===== config.mk =====
export PLATFORM = sky130hd
export DESIGN_NAME = fetch_queue
export DESIGN_NICKNAME = d
export VERILOG_FILES = /design/src/rtl/fetch_queue_pkg.sv /design/src/rtl/fetch_queue_fifo.sv /design/src/rtl/fetch_queue.sv
export SDC_FILE = /design/constraint.sdc
export NUM_CORES = 1
export LEC_CHECK = 0
export CORE_MARGIN = 2
export CORE_UTILIZATION = 55
export CTS_BUF_LIST = sky130_fd_sc_hd__clkbuf_8
export CTS_CLUSTER_SIZE = 8
export DETAILED_ROUTE_END_ITERATION = 6
export GPL_TIMING_DRIVEN = 1
export PLACE_DENSITY_LB_ADDON = 0.25
export SYNTH_ARGS = -nofsm -noshare
export SYNTH_HDL_FRONTEND = slang
export SYNTH_SLANG_ARGS = --single-unit

===== constraint.sdc =====
create_clock -name clk -period 8.59 [get_ports clk]
set_clock_uncertainty 0.05 [all_clocks]
set_input_delay 1.718 -clock clk [delete_from_list [all_inputs] [get_ports clk]]
set_output_delay 1.718 -clock clk [all_outputs]
set_load 0.005 [all_outputs]

===== src/rtl/fetch_queue_pkg.sv =====
// Shared types and constants for the instruction-fetch front end.
package fetch_queue_pkg;

  localparam int INSTR_W = 32;
  localparam int PC_W    = 32;

  localparam logic [PC_W-1:0] PC_STEP = 32'd4;

  // Instruction field positions (MSB/LSB pairs)
  localparam int OPC_MSB   = 31, OPC_LSB   = 26;
  localparam int RDST_MSB  = 25, RDST_LSB  = 21;
  localparam int RSRC1_MSB = 20, RSRC1_LSB = 16;
  localparam int RSRC2_MSB = 15, RSRC2_LSB = 11;
  localparam int SHAMT_MSB = 10, SHAMT_LSB = 6;
  localparam int FUNCT_MSB = 5,  FUNCT_LSB = 0;
  localparam int CONST_MSB = 20, CONST_LSB = 0;

  localparam logic [5:0] OPC_LI    = 6'b111_111;
  localparam logic [5:0] OPC_RTYPE = 6'b000_000;

  typedef struct packed {
    logic [PC_W-1:0]    pc;
    logic [INSTR_W-1:0] instr;
  } fq_entry_t;

  function automatic logic [5:0] get_opcode(input logic [INSTR_W-1:0] instr);
    return instr[OPC_MSB:OPC_LSB];
  endfunction

endpackage


===== src/rtl/fetch_queue_fifo.sv =====
// DEPTH-entry FIFO of {pc, instr}; clear wins over push/pop.
module fetch_queue_fifo
  import fetch_queue_pkg::*;
#(
  parameter int DEPTH = 4
) (
  input  logic                           clk,
  input  logic                           rst_n,
  input  logic                           push_i,
  input  logic                           pop_i,
  input  logic                           clear_i,
  input  fq_entry_t                      wdata_i,
  output fq_entry_t                      head_o,
  output logic                           full_o,
  output logic                           empty_o,
  output logic [$clog2(DEPTH+1)-1:0]     count_o
);
  localparam int PTR_W = $clog2(DEPTH);
  localparam int CNT_W = $clog2(DEPTH+1);

  fq_entry_t        mem_q [DEPTH];
  logic [PTR_W-1:0] rd_ptr_q, rd_ptr_d, wr_ptr_q, wr_ptr_d;
  logic [CNT_W-1:0] cnt_q, cnt_d;

  always_comb begin
    rd_ptr_d = rd_ptr_q;
    wr_ptr_d = wr_ptr_q;
    cnt_d    = cnt_q;
    if (clear_i) begin
      rd_ptr_d = '0;
      wr_ptr_d = '0;
      cnt_d    = '0;
    end else begin
      // DEPTH is a power of two, so pointer overflow is the modulo wrap
      if (push_i) wr_ptr_d = wr_ptr_q + 1'b1;
      if (pop_i)  rd_ptr_d = rd_ptr_q + 1'b1;
      if (push_i && !pop_i)      cnt_d = cnt_q + 1'b1;
      else if (!push_i && pop_i) cnt_d = cnt_q - 1'b1;
    end
  end

  always_ff @(posedge clk or negedge rst_n) begin
    if (!rst_n) begin
      rd_ptr_q <= '0;
      wr_ptr_q <= '0;
      cnt_q    <= '0;
    end else begin
      rd_ptr_q <= rd_ptr_d;
      wr_ptr_q <= wr_ptr_d;
      cnt_q    <= cnt_d;
    end
  end

  always_ff @(posedge clk) begin
    if (push_i && !clear_i) mem_q[wr_ptr_q] <= wdata_i;
  end

  assign head_o  = mem_q[rd_ptr_q];
  assign count_o = cnt_q;
  assign full_o  = (cnt_q == CNT_W'(DEPTH));
  assign empty_o = (cnt_q == '0);

endmodule


===== src/rtl/fetch_queue.sv =====
// Fetch front end: owns the PC, arbitrates push/pop/redirect, buffers words for decode.
module fetch_queue
  import fetch_queue_pkg::*;
#(
  parameter int              DEPTH    = 4,
  parameter logic [PC_W-1:0] RESET_PC = 32'h0000_0000
) (
  input  logic                         clk,
  input  logic                         reset,
  output logic [PC_W-1:0]              imem_addr,
  input  logic [INSTR_W-1:0]           imem_rdata,
  input  logic                         redirect_valid,
  input  logic [PC_W-1:0]              redirect_pc,
  output logic                         id_valid,
  input  logic                         id_ready,
  output logic [INSTR_W-1:0]           id_instr,
  output logic [PC_W-1:0]              id_pc,
  output logic [$clog2(DEPTH+1)-1:0]   count,
  output logic                         full,
  output logic                         empty
);
  logic [PC_W-1:0] pc_q, pc_d;
  logic            pop, push;
  fq_entry_t       head, wdata;

  assign pop  = id_valid && id_ready;
  // A full queue still accepts a word when decode drains one the same cycle
  assign push = !redirect_valid && (!full || pop);

  always_comb begin
    pc_d = pc_q;
    if (redirect_valid)  pc_d = {redirect_pc[PC_W-1:2], 2'b00};
    else if (push)       pc_d = pc_q + PC_STEP;
  end

  always_ff @(posedge clk or negedge reset) begin
    if (!reset) pc_q <= RESET_PC;
    else        pc_q <= pc_d;
  end

  assign wdata.pc    = pc_q;
  assign wdata.instr = imem_rdata;

  fetch_queue_fifo #(.DEPTH(DEPTH)) u_fifo (
    .clk     (clk),
    .rst_n   (reset),
    .push_i  (push),
    .pop_i   (pop),
    .clear_i (redirect_valid),
    .wdata_i (wdata),
    .head_o  (head),
    .full_o  (full),
    .empty_o (empty),
    .count_o (count)
  );

  assign imem_addr = pc_q;
  assign id_valid  = !empty;
  assign id_instr  = head.instr;
  assign id_pc     = head.pc;

endmodule


==> results by group <==
Status
  – Outcome: finished, final reports clean

Logic synthesis
  – EDFF count, synth: 248
  – Cells after synthesis: 595
  – Dominant cell type by area after synthesis: edfxtp_1
  – Synthesized flop and latch total: 285
  – Syn. warnings: 0
  – Seq/Total Area, Yosys: 74.6%
  – Avg Inst Size Synth: 18.9 um^2
  – Top area cells in the synthesized netlist: edfxtp_1 66%, mux4_2 12%, dfrtp_1 8.2%
  – Cell variety after synth: 43
  – Post-synth top area share: 66.3%
  – Synthesized cell area: 11200 um^2
  – Most common flop cell mapped by yosys: edfxtp_1
  – Post-synth ARST share: 13.0%

Placement
  – DP Area: 13100 um^2
  – Post-DP HPWL: 12900 um
  – GP Congestion: 0.831
  – Port bufs: 163

Clock network
  – Clock latency at the later pin of the worst-skew pair: 0.53 ns
  – Clk pin slew, worst setup/hold paths: 0.06 ns
  – Clk root buf: clkbuf_8
  – CTS Buf Count: 45
  – CTS max path bufs: 3
  – Resized cells post-CTS: 0
  – TritonCTS clock tree: built
  – Post-CTS setup buffers: 0
  – CTS Sinks: 285
  – Post-CTS Hold Fix Bufs: 0
  – H-tree levels: 2

Hold path
  – Hold path startpoint: u_fifo.wr_ptr_q[1]
  – Hold Path Class: reg2reg
  – WHS Endpoint: u_fifo.wr_ptr_q[1]
  – Worst hold path depth: 2

Global route
  – Vias in the first global route: 6548
  – Largest net degree at the start of global routing: 64
  – GRT Total Usage: 20.9%
  – First-pass GRT wire length: 35000 um
  – Antenna violations before repair: 0
  – M3 GR Usage: 4.94%
  – Met2 usage: 34.3%
  – Top Usage Layer GRT: met2
  – Remaining Overflow, GRT: 0
  – Met1 GRT Util: 28.4%

Floorplanning
  – Die Footprint: 21600 um^2
  – I/O Pins: 170
  – Die Y: 147 um
  – Starting Density: 55.8%
  – Core area: 20100 um^2
  – Core Rows: 52
  – Die X: 147 um

Drt
  – Antenna-violating nets left: 0
  – DR vias: 6174
  – Final wirelength: 21800 um
  – Residual DRC count: 0
  – DRT Pass-1 Iters: 7
  – DR WL/cell: 20.2 um
  – Starting DRT DRC Count: 450
  – Drt via density: 5.73

Pwr
  – Leakage power: 0.00461 uW
  – Power Density: 255 nW/um^2
  – Max IR drop VDD: 0.132 mV

Cells and area
  – Share of layout cells above drive strength 1: 15.5%
  – Ant diodes: 0
  – Net count of the finished layout: 849
  – FILL cells: 1319
  – Post-route design area: 13900 um^2
  – Synthesis-to-layout area growth: 23.6%

Critical path
  – Startpoint types: flip-flop
  – CP max stage delay: 0.76 ns
  – Slowest CP cell: dfrtp_4
  – Max FO, Critical Path: 40
  – R2R Path End: imem_addr[25]
  – CP Capture Type: output port
  – Worst-path cell chain: buf_4 -> mux4_2 -> clkdlybuf4s50_1
  – WP data required: 6.82 ns
  – Crit path arrival time: 3.15 ns
  – FF-to-FF path depth: 4
  – Worst flop-to-flop path startpoint: u_fifo.count_o[1]
  – Worst path buffer plus inverter count: 2
  – Crit Path Class: reg2out
  – R2R Setup Slk: 5.85 ns
  – CP delay by family, top: buffers and inverters

Timing
  – RSZ-0062 raised after global routing: false
  – Final min period: 4.92 ns
  – Total negative setup slack: 0 ns
  – Slew @ Worst Pin: 1.19 ns
  – Fmax: 203 MHz
  – Hold_ws: 0.548 ns
  – Setup Viol. Count Final: 0
  – Fin. Hold Viols: 0
  – Slew Limit Fails: 0
  – Final period utilization: 57.3%
  – Max-slew headroom: 20.4%

Job
  – Maxcap violations: 0
-- synthesized netlist by cell type, types with 5 or more instances --
library cell	n
clkbuf_1	19
nor2_1	24
or4_1	14
nand2_1	26
edfxtp_1	248
o21ai_0	20
mux4_2	62
dfrtp_1	37
inv_1	9
or3_1	7
nor3_1	7
ha_1	5
nand4_1	10
a31oi_1	12
o31ai_1	11
and3_1	7
xnor2_1	9
nand3_1	13
nor4b_1	5
buf_2	9
-- cells by family (layout without fill, tap and decap cells) --
group | after synthesis | count (layout) | share of synthesized area [%]
AO/OA/AOI/OAI | 54 | 54 | 3.02
XOR/XNOR | 13 | 13 | 1.01
adder cells (fa/ha/maj) | 6 | 6 | 0.736
buffers and inverters | 44 | 254 | 1.71
flip-flops | 285 | 285 | 74.6
multiplexers | 64 | 64 | 12.6
other | 1 | 4 | 0.0334
AND/OR/NAND/NOR | 128 | 128 | 6.30
-- worst reg2reg max path: cells and delay by family (launching register included) --
| family | cells | cell delay, ns |
|---|---|---|
| and+or+nand+nor | 3 | 1.82 |
| DFF | 1 | 0.49 |
| AOI/OAI and AO/OA | 1 | 0.25 |
-- report_power, final --
| group | switching, uW | internal [uW] |
|---|---|---|
| clock network | 475 | 512 |
| registers | 124 | 1670 |
| logic | 286 | 468 |
| total | 886 | 2650 |
-- how the worst max path moves through the flow --
stage                       start  slack (ns)                  end  depth (start not counted)
3_5_place_dp       redirect_valid        4.00  u_fifo.mem_q[3][21]                          4
4_1_cts        u_fifo.rd_ptr_q[0]        3.53            id_pc[16]                          3
2_1_floorplan            id_ready        4.47   u_fifo.mem_q[0][0]                          3
3_3_place_gp       redirect_valid        4.02   u_fifo.mem_q[0][5]                          4
5_1_grt        u_fifo.rd_ptr_q[0]        3.40            id_pc[18]                          3
6_report       u_fifo.rd_ptr_q[0]        3.67            id_pc[17]                          3
-- layout by cell type (no fill, tap or decap), types with 13 or more instances in the layout --
cell type,count
dfrtp_1,35
clkbuf_8,48
nand2_1,26
inv_1,34
clkdlybuf4s50_1,162
or4_1,14
edfxtp_1,248
mux4_2,62
nor2_1,24
o21ai_0,20
nand3_1,13
-- metrics by stage --
step / worst slack, ns / cells / power (uW) / util, %
floorplan: 4.47 / 598 / 2170 / -
CTS: 3.53 / 1078 / 3580 / 69.0
global route: 3.40 / 1078 / 3710 / 69.0
finish: 3.67 / 1078 / 3540 / 69.0
detailed placement: 4.00 / 998 / 2600 / 65.1
global placement: 4.02 / 998 / 2570 / 65.1
-- routing by layer --
layer,up-vias,wire length [um]
met5,-,0
li1,2778,-
met3,38,1460
met4,0,422
met1,3098,8970
met2,260,11000
-- state kept, by name, summed over array words and instances, names as in the netlist --
| register | flops |
|---|---|
| u_fifo.count_o | 3 |
| u_fifo.mem_q | 248 |
| imem_addr | 30 |
| u_fifo.rd_ptr_q | 2 |
| u_fifo.wr_ptr_q | 2 |
-- area by class of cell --
| class | count | area [um^2] | area share (%) |
|---|---|---|---|
| clock buffer | 48 | 661 | 4.76 |
| clock inverter | 32 | 126 | 0.911 |
| timing repair buffer | 165 | 1640 | 11.8 |
| multi-input combinational | 269 | 2690 | 19.4 |
| inverter | 9 | 33.8 | 0.243 |
| sequential | 285 | 8380 | 60.4 |
| tap | 270 | 338 | 2.43 |
Power figures use the tool's default switching activity.
